===== src/rtl/mips_core_pkg.sv =====
// Shared MIPS core types: branch outcome, LL/SC reservation state and the
// EX/MEM buffer entry layout.
package mips_core_pkg;

    localparam int unsigned EX_BUF_DEPTH = 2;
    localparam int unsigned INSTR_ID_W   = 20;
    localparam int unsigned DATA_W       = 32;
    localparam int unsigned LINK_W       = DATA_W - 2;
    localparam int unsigned FAIL_CNT_W   = 16;

    typedef enum logic {
        NOT_TAKEN = 1'b0,
        TAKEN     = 1'b1
    } BranchOutcome;

    typedef enum logic {
        NO_LINK = 1'b0,
        LINKED  = 1'b1
    } LlscState;

    typedef struct packed {
        logic [INSTR_ID_W-1:0] instruction_id;
        logic [DATA_W-1:0]     result;
        BranchOutcome          branch_outcome;
        logic                  is_ll;
        logic                  is_sc;
        logic                  is_sw;
    } ex_mem_entry_t;

endpackage


===== src/rtl/llsc_reservation.sv =====
// LL/SC reservation tracker: link state, word-granular link address and a
// saturating count of failed store-conditionals.
module llsc_reservation
    import mips_core_pkg::*;
(
    input  logic                  clk,
    input  logic                  rst,
    input  logic                  pop,
    input  logic                  head_valid,
    input  logic                  head_is_ll,
    input  logic                  head_is_sc,
    input  logic                  head_is_sw,
    input  logic [LINK_W-1:0]     head_addr,
    input  logic                  inv_valid,
    input  logic [LINK_W-1:0]     inv_addr,
    output logic                  sc_success,
    output logic [FAIL_CNT_W-1:0] sc_fail_count
);

    LlscState                state_q, state_d;
    logic [LINK_W-1:0]       link_addr_q, link_addr_d;
    logic [FAIL_CNT_W-1:0]   fail_cnt_q, fail_cnt_d;

    always_ff @(posedge clk or posedge rst) begin
        if (rst) begin
            state_q     <= NO_LINK;
            link_addr_q <= '0;
            fail_cnt_q  <= '0;
        end else begin
            state_q     <= state_d;
            link_addr_q <= link_addr_d;
            fail_cnt_q  <= fail_cnt_d;
        end
    end

    // Snoop invalidation is applied before the popped op, so a popped LL wins.
    always_comb begin
        state_d     = state_q;
        link_addr_d = link_addr_q;
        fail_cnt_d  = fail_cnt_q;

        if (inv_valid && (state_q == LINKED) && (inv_addr == link_addr_q)) begin
            state_d = NO_LINK;
        end

        if (pop) begin
            if (head_is_ll) begin
                state_d     = LINKED;
                link_addr_d = head_addr;
            end else if (head_is_sc) begin
                state_d = NO_LINK;
                if (!sc_success && (fail_cnt_q != '1)) begin
                    fail_cnt_d = fail_cnt_q + FAIL_CNT_W'(1);
                end
            end else if (head_is_sw && (head_addr == link_addr_q)) begin
                state_d = NO_LINK;
            end
        end
    end

    always_comb begin
        sc_success    = head_valid && head_is_sc && (state_q == LINKED)
                        && (head_addr == link_addr_q);
        sc_fail_count = fail_cnt_q;
    end

endmodule


===== src/rtl/ex_mem_buffer.sv =====
// EX/MEM pipeline buffer: small FIFO of executed instructions feeding the
// memory stage, with LL/SC reservation tracking on popped entries.
module ex_mem_buffer
    import mips_core_pkg::*;
#(
    parameter int unsigned DEPTH = EX_BUF_DEPTH
) (
    input  logic                  clk,
    input  logic                  rst,
    input  logic [INSTR_ID_W-1:0] in_instruction_id,
    input  logic                  in_valid,
    input  logic [DATA_W-1:0]     in_result,
    input  BranchOutcome          in_branch_outcome,
    input  logic                  in_is_ll,
    input  logic                  in_is_sc,
    input  logic                  in_is_sw,
    input  logic                  out_ready,
    input  logic                  flush,
    input  logic                  inv_valid,
    input  logic [DATA_W-1:0]     inv_addr,
    output logic                  in_ready,
    output logic                  out_valid,
    output logic [INSTR_ID_W-1:0] out_instruction_id,
    output logic [DATA_W-1:0]     out_result,
    output BranchOutcome          out_branch_outcome,
    output logic                  out_is_ll,
    output logic                  out_is_sc,
    output logic                  out_is_sw,
    output logic                  out_sc_success,
    output logic [FAIL_CNT_W-1:0] sc_fail_count
);

    localparam int unsigned PTR_W = (DEPTH > 1) ? $clog2(DEPTH) : 1;
    localparam int unsigned CNT_W = $clog2(DEPTH + 1);

    ex_mem_entry_t    entries_q [DEPTH];
    ex_mem_entry_t    entries_d [DEPTH];
    logic [PTR_W-1:0] rd_ptr_q, rd_ptr_d;
    logic [PTR_W-1:0] wr_ptr_q, wr_ptr_d;
    logic [CNT_W-1:0] count_q, count_d;

    ex_mem_entry_t    head_c;
    logic             push_c;
    logic             pop_c;
    logic             unused_inv_lsbs;

    function automatic logic [PTR_W-1:0] ptr_inc(input logic [PTR_W-1:0] p);
        return (p == PTR_W'(DEPTH - 1)) ? '0 : p + PTR_W'(1);
    endfunction

    // Handshake and head view depend only on registered state.
    always_comb begin
        out_valid = (count_q != '0);
        in_ready  = (count_q < CNT_W'(DEPTH));
        head_c    = out_valid ? entries_q[rd_ptr_q] : '0;
        push_c    = in_valid && in_ready && !flush;
        pop_c     = out_valid && out_ready && !flush;
    end

    always_comb begin
        entries_d = entries_q;
        rd_ptr_d  = rd_ptr_q;
        wr_ptr_d  = wr_ptr_q;
        count_d   = count_q;

        if (flush) begin
            rd_ptr_d = '0;
            wr_ptr_d = '0;
            count_d  = '0;
        end else begin
            if (push_c) begin
                entries_d[wr_ptr_q].instruction_id = in_instruction_id;
                entries_d[wr_ptr_q].result         = in_result;
                entries_d[wr_ptr_q].branch_outcome = in_branch_outcome;
                entries_d[wr_ptr_q].is_ll          = in_is_ll;
                entries_d[wr_ptr_q].is_sc          = in_is_sc;
                entries_d[wr_ptr_q].is_sw          = in_is_sw;
                wr_ptr_d = ptr_inc(wr_ptr_q);
            end
            if (pop_c) begin
                rd_ptr_d = ptr_inc(rd_ptr_q);
            end
            case ({push_c, pop_c})
                2'b10:   count_d = count_q + CNT_W'(1);
                2'b01:   count_d = count_q - CNT_W'(1);
                default: count_d = count_q;
            endcase
        end
    end

    always_ff @(posedge clk or posedge rst) begin
        if (rst) begin
            rd_ptr_q <= '0;
            wr_ptr_q <= '0;
            count_q  <= '0;
            for (int i = 0; i < int'(DEPTH); i++) begin
                entries_q[i] <= '0;
            end
        end else begin
            rd_ptr_q  <= rd_ptr_d;
            wr_ptr_q  <= wr_ptr_d;
            count_q   <= count_d;
            entries_q <= entries_d;
        end
    end

    always_comb begin
        out_instruction_id = head_c.instruction_id;
        out_result         = head_c.result;
        out_branch_outcome = head_c.branch_outcome;
        out_is_ll          = head_c.is_ll;
        out_is_sc          = head_c.is_sc;
        out_is_sw          = head_c.is_sw;
    end

    // Reservations are word granular; the byte offset of a snoop is ignored.
    assign unused_inv_lsbs = ^inv_addr[1:0];

    llsc_reservation u_llsc (
        .clk           (clk),
        .rst           (rst),
        .pop           (pop_c),
        .head_valid    (out_valid),
        .head_is_ll    (head_c.is_ll),
        .head_is_sc    (head_c.is_sc),
        .head_is_sw    (head_c.is_sw),
        .head_addr     (head_c.result[DATA_W-1:2]),
        .inv_valid     (inv_valid),
        .inv_addr      (inv_addr[DATA_W-1:2]),
        .sc_success    (out_sc_success),
        .sc_fail_count (sc_fail_count)
    );

endmodule


===== config.mk =====
export PLATFORM = sky130hd
export DESIGN_NAME = ex_mem_buffer
export DESIGN_NICKNAME = d
export VERILOG_FILES = /design/src/rtl/mips_core_pkg.sv /design/src/rtl/llsc_reservation.sv /design/src/rtl/ex_mem_buffer.sv
export SDC_FILE = /design/constraint.sdc
export NUM_CORES = 1
export LEC_CHECK = 0
export CAP_MARGIN = 40
export CORE_AREA = 4 4 143 145
export DETAILED_ROUTE_END_ITERATION = 7
export DIE_AREA = 0 0 147 149
export PLACE_DENSITY = 0.69
export SYNTH_ARGS = -nofsm -noshare
export SYNTH_HDL_FRONTEND = slang
export SYNTH_HIERARCHICAL = 1
export SYNTH_SLANG_ARGS = --single-unit

===== constraint.sdc =====
create_clock -name clk -period 7.2 [get_ports clk]
set_input_delay 0.72 -clock clk [delete_from_list [all_inputs] [get_ports clk]]
set_output_delay 0.72 -clock clk [all_outputs]
set_load 0.005 [all_outputs]

==> flow_metrics.env <==
export IMPL_result_of_the_run="completed"
export IMPL_count_of_routing_violations_after_the_opening_detailed_route_iteration=208
export IMPL_fin_setup_tns_ns=0
export IMPL_global_route_usage_total_pct=18.6
export IMPL_synth_net_count=696
export IMPL_detailed_route_drc_error_count=0
export IMPL_ir_drop_uv=174
export IMPL_r2r_slack_ns=3.39
export IMPL_post_route_cells_drive_above_1_share_pct=25.3
export IMPL_synth_fa_ha_area_share_pct=0.157
export IMPL_final_setup_viol_count=0
export IMPL_yosys_cell_types_count=37
export IMPL_initial_utilization_pct=41.6
export IMPL_synth_enable_flop_cells=0
export IMPL_ff_latch_area_um2=4080
export IMPL_vias_in_the_first_global_route=5882
export IMPL_min_period_over_period_pct=62.8
export IMPL_fin_skew_ns=0.00522
export IMPL_clock_tree_from_tritoncts="built"
export IMPL_diodes=0
export IMPL_fmax_ghz=0.221
export IMPL_n_fill_cell=1596
export IMPL_max_slew_violation_total_from_the_final_report=0
export IMPL_placement_cell_area_um2=9890
export IMPL_grt_first_pass_wirelength_um=32000
export IMPL_rr_startpoint="rd_ptr_q$_DFFE_PP0P_"
export IMPL_synthesis_instances=601
export IMPL_largest_net_degree_at_the_start_of_global_routing=57
export IMPL_worstMarginPinSlew_ns=0.715
export IMPL_ctsResizeCount=0
export IMPL_cts_buffers=17
export IMPL_dominant_combinational_cell_family_by_area_after_synthesis="multiplexers"
export IMPL_finish_cell_count_without_fillers=1045
export IMPL_total_routed_wirelength_um=19800
export IMPL_clock_tree_buffer_depth=2
export IMPL_timing_hold_worst_class="register to register"
export IMPL_power_density_nw_per_um2=278
export IMPL_crit_path_max_incr_delay_ns=0.59
export IMPL_critPathKind="register to output pin"
export IMPL_route_vias_total=5284
export IMPL_die_height_um=149
export IMPL_hp_start="u_llsc/sc_fail_count[4]$_DFFE_PP0P_"
export IMPL_synth_seq_cells=163
export IMPL_critical_path_s_top_delay_family="simple AND/OR/NAND/NOR gates"
export IMPL_layout_nets=862
export IMPL_clock_sink_count=163
export IMPL_cts_max_level=4
export IMPL_post_cts_setup_buffer_count=0
export IMPL_viasPerCell=5.06
export IMPL_synth_compound_gate_area_share_pct=0.642
export IMPL_final_common_cell="sky130_fd_sc_hd__clkdlybuf4s50_1"
export IMPL_clk_root_buffer_cell="sky130_fd_sc_hd__clkbuf_16"
export IMPL_dominantRegCellSynth="sky130_fd_sc_hd__dfrtp_1"
export IMPL_synth_warnings=6
export IMPL_unrepaired_setup_endpoints_after_global_routing="false"
export IMPL_count_of_buffer_and_inverter_cells_on_the_critical_path=2
export IMPL_die_wd_um=147
export IMPL_critPathMaxFanout=32
export IMPL_endpoint_kind="output pin"
export IMPL_die_area_um2=21900
export IMPL_critical_path_required_ns=6.48
export IMPL_clkSlewWorstSetupHoldPaths_ns=0.06
export IMPL_final_min_clock_period_ns=4.52
export IMPL_globalRouteOverflowTotal=0
export IMPL_core_area_um2=19200
export IMPL_antenna_found_initial=2
export IMPL_final_cell_mix="166 x sky130_fd_sc_hd__clkdlybuf4s50_1, 162 x sky130_fd_sc_hd__dfrtp_1, 104 x sky130_fd_sc_hd__mux2_2"
export IMPL_timing_critical_path_cells="nor2_4 > buf_4 > nor2_1 > xnor2_1 > nand4_1 > nor4_1 > nand4_1 > nor2_1 > clkdlybuf4s50_1"
export IMPL_row_count=51
export IMPL_r2r_end="u_llsc/sc_fail_count[15]$_DFFE_PP0P_"
export IMPL_synth_simple_area_share_pct=7.52
export IMPL_share_of_synthesized_registers_carrying_an_async_set_or_reset_pct=100
export IMPL_critical_path_slowest_cell="sky130_fd_sc_hd__nor2_4"
export IMPL_drtPass1Iterations=4
export IMPL_synth_avg_cell_area_um2=13.3
export IMPL_hpwlAfterDp_um=14300
export IMPL_synthMuxAreaShare_pct=29.2
export IMPL_cap_violations=0
export IMPL_ios=169
export IMPL_rr_worst_depth=10
export IMPL_placer_congestion=0.785
export IMPL_power_static_leakage_nw=4.38
export IMPL_combined_area_of_the_multi_input_logic_cells_um2=3690
export IMPL_synth_yosys_seq_area_share_pct=51.0
export IMPL_finalHoldViolCount=0
export IMPL_setup_worst_path_start_class="register"
export IMPL_postRouteAntennaNets=0
export IMPL_clock_latency_ns=0.41
export IMPL_synth_cell_area_um2=7990
export IMPL_cp_data_arrival_time_ns=3.80
export IMPL_relSlewSlack_pct=52.3
export IMPL_mean_routed_wirelength_per_cell_um=18.9
export IMPL_holdPathStages=1
export IMPL_min_delay_worst_endpoint="u_llsc/sc_fail_count[4]$_DFFE_PP0P_"
export IMPL_buffer_ports_inserted=166
export IMPL_final_area_um2=10600
export IMPL_cts_hold_fix_buffers=0
export IMPL_layout_area_overhead_vs_synth_pct=32.1
export IMPL_synth_xor_xnor_area_share_pct=8.44
export IMPL_dp_cells=1013
## flip-flops by register name, indices dropped and copies added (netlist names)
signal,flops
rd_ptr_q,1
u_llsc/state_q,1
u_llsc/link_addr_q,30
wr_ptr_q,1
u_llsc/sc_fail_count,16
count_q,2
entries_q,112
## cell usage after synthesis, types with 3 or more instances
| library cell | count | area share (%) |
|---|---|---|
| sky130_fd_sc_hd__xor2_1 | 20 | 2.2 |
| sky130_fd_sc_hd__inv_1 | 4 | 0.19 |
| sky130_fd_sc_hd__and3_1 | 3 | 0.23 |
| sky130_fd_sc_hd__mux2_4 | 40 | 7.5 |
| sky130_fd_sc_hd__nand3_1 | 5 | 0.31 |
| sky130_fd_sc_hd__buf_2 | 8 | 0.50 |
| sky130_fd_sc_hd__nor4_1 | 6 | 0.47 |
| sky130_fd_sc_hd__xnor2_1 | 57 | 6.2 |
| sky130_fd_sc_hd__mux2i_1 | 56 | 7.0 |
| sky130_fd_sc_hd__nand4_1 | 22 | 1.7 |
| sky130_fd_sc_hd__dfrtp_1 | 163 | 51 |
| sky130_fd_sc_hd__mux2_2 | 104 | 15 |
| sky130_fd_sc_hd__buf_4 | 5 | 0.47 |
| sky130_fd_sc_hd__nor2_1 | 64 | 3.0 |
| sky130_fd_sc_hd__clkbuf_1 | 3 | 0.14 |
| sky130_fd_sc_hd__nand2_1 | 5 | 0.23 |
| sky130_fd_sc_hd__buf_6 | 3 | 0.42 |
| sky130_fd_sc_hd__buf_1 | 6 | 0.28 |
| sky130_fd_sc_hd__buf_12 | 4 | 1.0 |
| sky130_fd_sc_hd__o21ai_0 | 3 | 0.19 |
## worst reg2reg max path, delay by kind of cell, from the launching register on
kind	cells	cell delay (ns)
AOI/OAI and AO/OA	2	0.81
xor gates and xnor gates	1	0.18
buffers and inverters	2	0.98
DFF	1	0.78
muxes	1	0.29
and+or+nand+nor	4	0.66
## cell families after synthesis
group	count (synthesis)
AOI/OAI and AO/OA	8
xor gates and xnor gates	77
adders and majority gates	1
buffers and inverters	33
DFF	163
muxes	200
and+or+nand+nor	119
## worst max path at each step
stage	cells past startpoint	startpoint	endpoint	slack, ns
3_3_place_gp	9	count_q[1]$_DFFE_PP0P_	out_sc_success	3.07
2_1_floorplan	1	rst	count_q[0]$_DFFE_PP0P_	3.41
5_1_grt	9	count_q[1]$_DFFE_PP0P_	out_sc_success	2.43
4_1_cts	9	count_q[1]$_DFFE_PP0P_	out_sc_success	2.56
3_5_place_dp	9	count_q[1]$_DFFE_PP0P_	out_sc_success	3.03
6_report	9	count_q[1]$_DFFE_PP0P_	out_sc_success	2.68
## layout make-up
| class | count | area share (%) |
|---|---|---|
| Clock buffer | 24 | 4.66 |
| Clock inverter | 8 | 1.62 |
| Inverter | 4 | 0.166 |
| Multi-Input combinational cell | 405 | 35.0 |
| Sequential cell | 163 | 38.7 |
| Tap cell | 265 | 3.14 |
| Timing Repair Buffer | 176 | 16.8 |
## power breakdown
| part | internal, mW | switching, mW | total, mW | leakage (nW) |
|---|---|---|---|---|
| logic | 0.418 | 0.253 | 0.671 | 2.02 |
| registers | 1.12 | 0.135 | 1.26 | 2.03 |
| clock network | 0.653 | 0.350 | 1.00 | 0.321 |
## stage by stage
step                      setup slack [ns]  total power, mW  util [%]  hold slack [ns]
after floorplan                       3.41             1.68         -            0.480
after global placement                3.07             1.91      51.3            0.476
after detailed placement              3.03             1.95      51.5            0.483
after CTS                             2.56             2.97      55.0            0.492
after global routing                  2.43             3.09      55.0            0.523
final                                 2.68             2.93      55.0            0.487
## metal layers
metal	wire, um	vias up	track usage, %	part of all wire, %
met1	8450	2661	23.4	43
li1	-	2439	-	-
met4	303	4	5.55	1.5
met3	1300	20	5.23	6.6
met2	9690	160	31.6	49
met5	26	-	0	0.13
(Power assumes the default switching activity.)
